`config.mk`:
```
export PLATFORM = sky130hd
export DESIGN_NAME = gray_to_rgb565_ise
export DESIGN_NICKNAME = d
export VERILOG_FILES = /design/src/rtl/gray_ise_pkg.sv /design/src/rtl/gray8_to_rgb565.sv /design/src/rtl/gray_to_rgb565_ise.sv
export SDC_FILE = /design/constraint.sdc
export NUM_CORES = 1
export LEC_CHECK = 0
export CAP_MARGIN = 10
export CORE_ASPECT_RATIO = 0.7
export CORE_MARGIN = 2
export CORE_UTILIZATION = 40
export DETAILED_ROUTE_END_ITERATION = 12
export GPL_TIMING_DRIVEN = 0
export PLACE_DENSITY = 0.81
export REMOVE_ABC_BUFFERS = 1
export SYNTH_ARGS = -nofsm -noshare
export SYNTH_HDL_FRONTEND = slang
export SYNTH_SLANG_ARGS = --single-unit
```
`constraint.sdc`:
```
create_clock -name clock -period 2.2 [get_ports clock]
set_clock_uncertainty 0.05 [all_clocks]
set_input_delay 0.44 -clock clock [delete_from_list [all_inputs] [get_ports clock]]
set_output_delay 0.44 -clock clock [all_outputs]
set_load 0.1 [all_outputs]
```
`src/rtl/gray_ise_pkg.sv`:
```
`default_nettype none
// +----------------------------------------------------------------------+
// | gray_ise_pkg : opcodes, FSM encoding and gray->RGB565 expansion      |
// | Revision     : 1.0                                                   |
// +----------------------------------------------------------------------+
package gray_ise_pkg;

    localparam logic [1:0] OP_LOAD   = 2'd0;
    localparam logic [1:0] OP_FETCH  = 2'd1;
    localparam logic [1:0] OP_STATUS = 2'd2;
    localparam logic [1:0] OP_RSVD   = 2'd3;

    typedef enum logic [1:0] {
        ST_IDLE  = 2'd0,
        ST_CONV0 = 2'd1,
        ST_CONV1 = 2'd2,
        ST_RESP  = 2'd3
    } state_t;

    // MSB replication keeps 0x00 -> black and 0xFF -> full white exactly.
    function automatic logic [15:0] expand_gray(input logic [7:0] g);
        return {g[7:3], g[7:2], g[7:3]};
    endfunction

endpackage
`default_nettype wire

```
`src/rtl/gray8_to_rgb565.sv`:
```
`default_nettype none
// +----------------------------------------------------------------------+
// | gray8_to_rgb565 : combinational 8-bit gray to RGB565 expander        |
// | Revision        : 1.0                                                |
// +----------------------------------------------------------------------+
module gray8_to_rgb565
    import gray_ise_pkg::*;
(
    input  logic [7:0]  i_gray,
    output logic [15:0] o_rgb565
);

    assign o_rgb565 = expand_gray(i_gray);

endmodule
`default_nettype wire

```
`src/rtl/gray_to_rgb565_ise.sv`:
```
`default_nettype none
// +----------------------------------------------------------------------+
// | gray_to_rgb565_ise : CI that buffers four gray pixels and returns    |
// |                      two RGB565 pixels per FETCH                     |
// | Revision           : 1.0                                             |
// +----------------------------------------------------------------------+
module gray_to_rgb565_ise
    import gray_ise_pkg::*;
#(
    parameter logic [7:0] customId = 8'h00
) (
    input  logic        clock,
    input  logic        reset,
    input  logic        start,
    input  logic [7:0]  iseId,
    input  logic [31:0] valueA,
    input  logic [31:0] valueB,
    output logic        done,
    output logic [31:0] result
);

    state_t      state_q,   state_d;
    logic [31:0] pix_buf_q, pix_buf_d;
    logic [2:0]  count_q,   count_d;
    logic        err_q,     err_d;
    logic [15:0] pix0_q,    pix0_d;
    logic        done_q,    done_d;
    logic [31:0] result_q,  result_d;

    logic [1:0]  opcode;
    logic        accept;
    logic [1:0]  byte_sel;
    logic [7:0]  gray_byte;
    logic [15:0] pix_rgb;
    logic        unused_opcode_bits;

    assign opcode             = valueB[1:0];
    assign unused_opcode_bits = ^valueB[31:2];
    assign accept = start && (iseId == customId) &&
                    ((state_q == ST_IDLE) || (state_q == ST_RESP));

    // Read pointer is 4 - count: byte 0 with four left, byte 2 with two left.
    assign byte_sel  = {~count_q[2], (state_q == ST_CONV1)};
    assign gray_byte = pix_buf_q[byte_sel*8 +: 8];

    gray8_to_rgb565 u_conv (
        .i_gray   (gray_byte),
        .o_rgb565 (pix_rgb)
    );

    always_comb begin
        state_d   = state_q;
        pix_buf_d = pix_buf_q;
        count_d   = count_q;
        err_d     = err_q;
        pix0_d    = pix0_q;
        done_d    = 1'b0;
        result_d  = 32'h0;

        case (state_q)
            ST_CONV0: begin
                pix0_d  = pix_rgb;
                state_d = ST_CONV1;
            end
            ST_CONV1: begin
                result_d = {pix_rgb, pix0_q};
                done_d   = 1'b1;
                count_d  = count_q - 3'd2;
                state_d  = ST_RESP;
            end
            ST_RESP:  state_d = ST_IDLE;
            default:  ;
        endcase

        // Acceptance only happens in IDLE/RESP, so it never collides with
        // the conversion steps above.
        if (accept) begin
            state_d = ST_RESP;
            done_d  = 1'b1;
            case (opcode)
                OP_LOAD: begin
                    pix_buf_d = valueA;
                    count_d   = 3'd4;
                end
                OP_FETCH: begin
                    if (count_q >= 3'd2) begin
                        state_d = ST_CONV0;
                        done_d  = 1'b0;
                    end else begin
                        err_d = 1'b1;
                    end
                end
                OP_STATUS: begin
                    result_d = {23'b0, err_q, 5'b0, count_q};
                    err_d    = 1'b0;
                end
                default: ;
            endcase
        end
    end

    always_ff @(posedge clock) begin
        if (!reset) begin
            state_q   <= ST_IDLE;
            pix_buf_q <= 32'h0;
            count_q   <= 3'd0;
            err_q     <= 1'b0;
            pix0_q    <= 16'h0;
            done_q    <= 1'b0;
            result_q  <= 32'h0;
        end else begin
            state_q   <= state_d;
            pix_buf_q <= pix_buf_d;
            count_q   <= count_d;
            err_q     <= err_d;
            pix0_q    <= pix0_d;
            done_q    <= done_d;
            result_q  <= result_d;
        end
    end

    assign done   = done_q;
    assign result = result_q;

endmodule
`default_nettype wire
```
After elaboration in Yosys (flattened, before gate mapping)

Index checks and enable logic that the tools add are counted.

Output and inout bits: 33
Register bits: 87

Multiplexer cells: 16
Equal/unequal tests: 6
$lt $le $gt $ge: 1
Add/sub/neg operators: 1
Reductions and logical operators: 10
Bitwise gates (word level): 1
Shifts and indexed selects: 1

Operator list:

| operator                                                          | number |
|---|---|
| two-way mux 32 bit                                                | 3 |
| indexed part select 32 x 6 -> 8 bit                               | 1 |
| two-way mux 3 bit                                                 | 3 |
| zero test 8 bit                                                   | 1 |
| equality test 2 bit, second input constant                        | 3 |
| two-way mux 2 bit                                                 | 3 |
| case mux 2 bit (3 select lines)                                   | 1 |
| two-way mux 1 bit                                                 | 5 |
| equality test 2 x 1 -> 1 bit, second input constant               | 2 |
| zero test 2 bit                                                   | 2 |
| nonzero test 4 bit                                                | 1 |
| greater-or-equal comparator 3 x 2 -> 1 bit, second input constant | 1 |
| AND reduction 3 bit                                               | 1 |
| subtractor 3 x 2 -> 3 bit, second input constant                  | 1 |
| logical AND 1 bit                                                 | 2 |
| inequality test 2 bit, second input constant                      | 1 |
| case mux 1 bit (2 select lines)                                   | 1 |
| AND reduction 2 bit                                               | 1 |
| nonzero test 2 bit                                                | 1 |
| logical OR 1 bit                                                  | 1 |
| NOT 1 bit                                                         | 1 |

Longest topological paths before layout

Gate-level depths: netlist of the first run.

Depth in word-level cells: 5
Gate-level depth with buffers: 8
Depth with buffers taken out: 6

Hierarchy

Synthesis of the first run repeated with hierarchy kept, for this count alone.

Cells, all modules: 337
Area total of the unflattened synthesis: 3422.0 sq um

Modules (own cells, without submodules):

| module             | instances | cells each | area each (sq um) |
|---|---|---|---|
| gray_to_rgb565_ise | 1         | 321        | 3301.9 |
| gray8_to_rgb565    | 1         | 16         | 120.1 |

Worst setup path after synthesis of the first run

Ideal clock, no wire load.

Path type: register to output
Start: register, netlist name result[15]
End: output result[10]
Arrival: 1.374 ns
Required time: 1.710 ns
Slack: 0.336 ns
Cell stages (with the launch flop): 2
Cells stage by stage: dfxtp_1 > buf_4

RTL lines:

| element       | RTL line                 | text |
|---|---|---|
| end, declared | gray_to_rgb565_ise.sv:19 | `output logic [31:0] result` |

Final worst setup path of the first run

Start: register state_q[0]
End: register result_q[2] (netlist: result[2])

Longest elaborated chain between the ends: 4

Ends and longest elaborated chain:

| element                                                 | RTL line                                           | text |
|---|---|---|
| start, declared                                         | gray_to_rgb565_ise.sv:22                           | `state_t state_q, state_d;` |
| start signal, assigned                                  | gray_to_rgb565_ise.sv:112                          | `state_q <= state_d;` |
| equality test 2 bit, or another cell as far along       | gray_to_rgb565_ise.sv:60                           | `case (state_q)` |
| two-way mux 32 bit or logical OR 1 bit (tied branches)  | gray_to_rgb565_ise.sv:60, gray_to_rgb565_ise.sv:40 |  |
| two-way mux 32 bit or logical AND 1 bit (tied branches) | gray_to_rgb565_ise.sv:80, gray_to_rgb565_ise.sv:39 |  |
| two-way mux 32 bit (*)                                  | gray_to_rgb565_ise.sv:77                           | `if (accept) begin` |
| end signal, assigned                                    | gray_to_rgb565_ise.sv:118                          | `result_q <= result_d;` |
| end, declared                                           | gray_to_rgb565_ise.sv:28                           | `logic [31:0] result_q, result_d;` |

Every way passes the cells marked *; elsewhere a longest branch is shown, timed or not.
A chain may end at the register's enable or synchronous reset.

==> results of run 1 <==
-- synthesized netlist by cell type --
master	count
nand4_1	1
dfxtp_1	52
inv_1	6
clkbuf_1	3
nand3_2	1
nand4b_1	1
and2_4	5
nor2_1	32
nor3_1	3
nor4b_4	2
o211a_1	1
buf_4	16
nand2_1	2
and3_1	2
a31oi_1	1
o21ai_0	2
mux2i_1	31
nor4_1	1
mux2_2	1
ha_1	6
a22o_1	3
buf_6	1
xor2_1	1
and2_2	3
a21oi_1	2
and3_2	1
buf_2	6
and2_1	5
o311a_4	1
mux4_2	6
-- state kept, by name, summed over array words and instances, names as in the netlist --
| name | flops |
|---|---|
| pix_buf_q | 24 |
| state_q | 2 |
| done | 1 |
| result | 16 |
| pix0_q | 6 |
| err_q | 1 |
| count_q | 2 |
-- cell type report --
class | instances | area, um^2
tap | 72 | 90.09
clock inverter | 3 | 42.54
clock buffer | 5 | 68.82
inverter | 6 | 22.52
fill | 472 | 2376
sequential | 52 | 1041
timing repair buffer | 71 | 671.9
multi-input combinational | 114 | 972.2
-- power by group through the flow --
stage                     Clock (uW)  Combinational [uW]  Sequential (uW)
after CTS                        653                 395             1020
after detailed placement           0                 396             1050
after floorplan                    0                 235             1060
final                            641                 394             1020
after global placement             0                 389             1050
after global routing             693                 432             1030
-- through the flow --
stage	hold WS, ns	power (uW)
final	0.4268	2058
after detailed placement	0.4096	1443
after global placement	0.4080	1434
after global routing	0.4405	2158
after CTS	0.4306	2073
after floorplan	0.3939	1299
-- cell families after synthesis --
logic type | after synthesis | synth area share [%]
fa+ha+maj | 6 | 3.413
compound gates | 10 | 3.812
xor+xnor | 1 | 0.3983
flops | 52 | 47.33
simple gates | 59 | 15.42
mux | 38 | 20.76
buf+inv | 32 | 8.874
-- per-layer routing --
metal	GRT usage [%]	vias to the layer above
met5	0	-
met4	3.860	0
met3	3.535	2
met2	22.63	49
met1	17.20	678
li1	-	759
-- worst paths after layout --
check / end / cells after the start
max: result[2] / 6
min: result[14] / 1
max reg2reg: result[2] / 6
min reg2reg: result[14] / 1
-- worst reg2reg max path, stage by stage (launching register included) --
cell	delay, ns
dfxtp_1	0.42
inv_1	0.09
ha_1	0.28
nor4b_4	0.24
nand3_2	0.18
o311a_4	0.43
a22o_1	0.27
-- timing repair --
item,in CTS,in global routing
setup endpoints to repair,59,6
buffers inserted,1,0
pin swaps,1,0
gates resized for setup,33,2
==> out/summary.txt, run 1 <==
Status - completed
Final period util - 93.89%
Relative slew margins - 32.74%
Core ar. - 5285 um^2
Via count - 1488
Critical Path Max Stage Delay - 0.42 ns
Wire length on met2 - 1940 um
HPWL Detailed - 3054 um
Delay-heaviest family, CP - compound AO/OA/AOI/OAI gates
Mapped Cells - 198
Layout Cells excl Fill - 323
Gate power share - 19.1%
Internal power - 1515 uW
Post-layout min period - 2.065 ns
PortBufs - 69
Crit path arrival time - 2.21 ns
Met3 routed WL - 305 um
Clock Power Share - 31.1%
Clk sink count - 52
Min-Delay Path Class - flop to flop
GRT overflow - 0
Hold_buf cts - 0
Fmax - 484.1 MHz
Total net switching power - 543.5 uW
Final Worst Setup Slack - 0.1345 ns
Sequential share of power - 49.7%
Initial drt markers - 71
Worst slack, placed - -0.7586 ns
Leak - 0.001448 uW
CP bufs+invs - 1
Post-Syn Area - 2200 um^2
Peak VDD IR - 0.0003757 V
Max Cap Viol - 0
CTS buffer count - 5
Post-layout net count - 331
Switching part of the total - 26.41%
Endpoints failing hold - 0
Rows - 22
Number of antenna diodes - 0
DRC Markers - 0
R2R Path Start - state_q[0]
Most frequent cells in the layout - dfxtp_1, clkdlybuf4s50_1, dlygate4sd2_1
Root Buffer - clkbuf_8
Synth top area share - 47.33%
Clk slew on worst S/H paths - 0.10 ns
Util after Layout - 55.04%
First-pass GRT wire length - 6348 um
Number of H-tree levels - 2
Commonest non-fill, non-tap cell in the layout - dfxtp_1
Share of cells above drive strength 1 - 12.75%
Tot GR Track Use - 13.44%
Die X - 92.63 um
Post-synthesis cell type count - 30
CP Data Required Time - 2.35 ns
Placed cell area - 2823 um^2
Largest net degree at the start of global routing - 34
Synth top area cells - dfxtp_1, mux2i_1, mux4_2, buf_4, nor2_1
Clock buffer depth - 2
Synthesis-to-finish area growth - 32.25%
Worst setup SP type - flop
Final count of pins violating max slew - 0
Routed len/inst - 12.77 um
Top routing layer used - met4
RSZ-0062 raised after global routing - no
Die height - 66.04 um
Start point of the critical path - state_q[0]
Synthesized flop and latch total - 52
Dpl cells - 314
Crit-path cells - inv_1 > ha_1 > nor4b_4 > nand3_2 > o311a_4 > a22o_1
Synth warnings - 0
CTS tree - done
Die area - 6117 um^2
Area leader, netlist - dfxtp_1
Worst Setup End Kind - flop
Setup tns final - 0 ns
Number of global-route vias before repair - 1296
Remaining antenna violation count after routing - 0
Initial antenna violation count - 0
Critical hold path startpoint - pix0_q[14]
Post-Route WL - 4126 um
Worst-Skew Late Latency - 0.30 ns
CP max stage cell - dfxtp_1
Reg-to-reg setup timing slack - 0.13 ns
Drt pass-1 iters - 4
IO Pins - 108
Final Cell Area - 2909 um^2
Worst Tran Pin Value - 1.008 ns
CP Class - flop to flop
RD Place Congestion - 0.7140
CP Max Fanout - 16
Power density over cell area - 707.5 nW/um^2
Sequential cell area fraction in the yosys report - 47.33%
Wl on met1 - 1863 um
Vias per inst - 4.607
Mean post-synth cell area - 11.11 um^2
Initial Util - 41.62%
Setup-failing EPs final - 0
No activity file was read; power rests on OpenSTA's default activity.
==> run 2, diff against run 1 <==
Settings changed: CORE_MARGIN 2 to unset.
==> run 2 against run 1 <==
  * Worst hold slack improved by 0.00098 ns
  * Count of clock-buffer cells in the layout unchanged
  * Die area shrank 5.1%
  * Flip-flop and latch count did not move
  * Cell count is 0.93% higher
  * Setup slack got worse by 0.016 ns
  * Power grew 0.12%
  * Clock power is essentially flat
  * Maximum frequency is 0.76% lower
  * Critical path depth decreased by 2
  * First-iteration DRC count up 9.9%
  * Critical path type is now input pin to flop
  * Largest cell class unchanged
==> out/summary.txt, run 2 (synthesis results as in run 1) <==
Status - completed
Max reg flops - 24
Clk slew on worst S/H paths - 0.09 ns
Die X - 90.63 um
Power density over cell area - 702.0 nW/um^2
Number of H-tree levels - 2
Die area - 5804 um^2
Final count of pins violating max slew - 0
Fmax - 480.5 MHz
Commonest non-fill, non-tap cell in the layout - dfxtp_1
Initial antenna violation count - 0
Rows - 22
Share of cells above drive strength 1 - 14.17%
CP Max Fanout - 17
Post-Route WL - 4021 um
Worst Setup End Kind - flop
GRT overflow - 0
CP Class - input pin to flop
Clock buffer depth - 2
Util after Layout - 55.83%
Most frequent cells in the layout - dfxtp_1, clkdlybuf4s50_1, dlygate4sd2_1
Largest net degree at the start of global routing - 34
Final period util - 94.61%
Core ar. - 5258 um^2
Endpoints failing hold - 0
DRC Markers - 0
Worst setup SP type - input pin
Worst slack, placed - -0.2734 ns
Relative slew margins - 34.74%
First-pass GRT wire length - 6748 um
Via count - 1507
Most flops, register - pix_buf_q
Clk sink count - 52
Leak - 0.001455 uW
Min-Delay Path Class - flop to flop
Initial Util - 41.84%
Remaining antenna violation count after routing - 0
Worst-Skew Late Latency - 0.30 ns
Hold path depth - 1
Max Cap Viol - 0
RD Place Congestion - 0.7557
CTS tree - done
CP Data Required Time - 2.39 ns
Root Buffer - clkbuf_8
Peak VDD IR - 0.0003059 V
Number of global-route vias before repair - 1462
Reg2Reg Depth - 6
Synthesis-to-finish area growth - 33.45%
Number of antenna diodes - 0
PortBufs - 69
Post-layout min period - 2.081 ns
Initial drt markers - 78
IO Pins - 108
Routed len/inst - 12.33 um
Worst Tran Pin Value - 0.9828 ns
Setup tns final - 0 ns
Setup-failing EPs final - 0
CTS buffer count - 5
Die height - 64.04 um
Tot GR Track Use - 14.83%
Vias per inst - 4.623
RSZ-0062 raised after global routing - no
Final Worst Setup Slack - 0.1186 ns
HPWL Detailed - 2911 um
Drt pass-1 iters - 4
Crit path arrival time - 2.27 ns
Final Total Pwr - 2061 uW
Post-layout net count - 334
[run 2: cell types whose count changed in the layout (fill, tap and decap cells not counted)]
| cell | delta |
|---|---|
| clkinvlp_4 | +1 |
| buf_4 | +1 |
| dfxtp_1 | -1 |
| inv_1 | -1 |
| nor4_1 | +1 |
| dfxtp_2 | +1 |
| buf_8 | +1 |
| clkinvlp_2 | +1 |
| nor4_2 | -1 |
[run 2: critical path, stage by stage]
cell	delay [ns]
clkdlybuf4s50_1	0.67
clkinvlp_4	0.40
nor4_1	0.54
a22o_1	0.22
[run 2: worst paths after layout]
path | to | slack [ns] | from
hold / removal | result[5] | 0.43 | pix0_q[5]
setup reg to reg | result[1] | 0.22 | state_q[0]
setup / recovery | result[1] | 0.12 | reset
hold reg to reg | result[5] | 0.43 | pix0_q[5]
[run 2: power breakdown]
part / switching [uW] / leakage [uW] / internal [uW] / total (uW)
registers: 52.9 / 0.000420 / 973 / 1030
clock network: 303 / 0.0000541 / 337 / 640
logic: 190 / 0.000981 / 205 / 395
total: 546 / 0.00146 / 1510 / 2060
[run 2: per-layer routing]
layer	vias up	track usage, %	wire (um)
li1	764	-	-
met3	5	4.405	263
met2	51	23.11	1855
met5	-	0	0
met1	687	19.91	1869
met4	0	4.234	32
[run 2: metrics by stage]
stage,hold WS [ns],cells,instance area [um^2]
floorplan,0.3939,172,2027
detailed placement,0.4078,315,2838
global placement,0.4073,313,2808
global route,0.4504,326,2935
finish,0.4278,326,2935
CTS,0.4326,325,2923
[run 2: cell type report]
type / instances / area (um^2)
Tap cell: 72 / 90.09
Clock inverter: 3 / 42.54
Timing Repair inverter: 1 / 5.005
Timing Repair Buffer: 73 / 694.4
Fill cell: 479 / 2322
Multi-Input combinational cell: 114 / 965.9
Clock buffer: 5 / 68.82
Inverter: 6 / 26.28
Sequential cell: 52 / 1042
[run 2: timing repair]
item                                   4_1_cts  5_1_grt
pin swaps                                    1        0
gates resized for setup                     33        3
hold buffers                                 0        0
setup endpoints to repair                   54        7
endpoints found under the hold margin        0        0
buffers inserted                             2        0
cloned                                       0        1
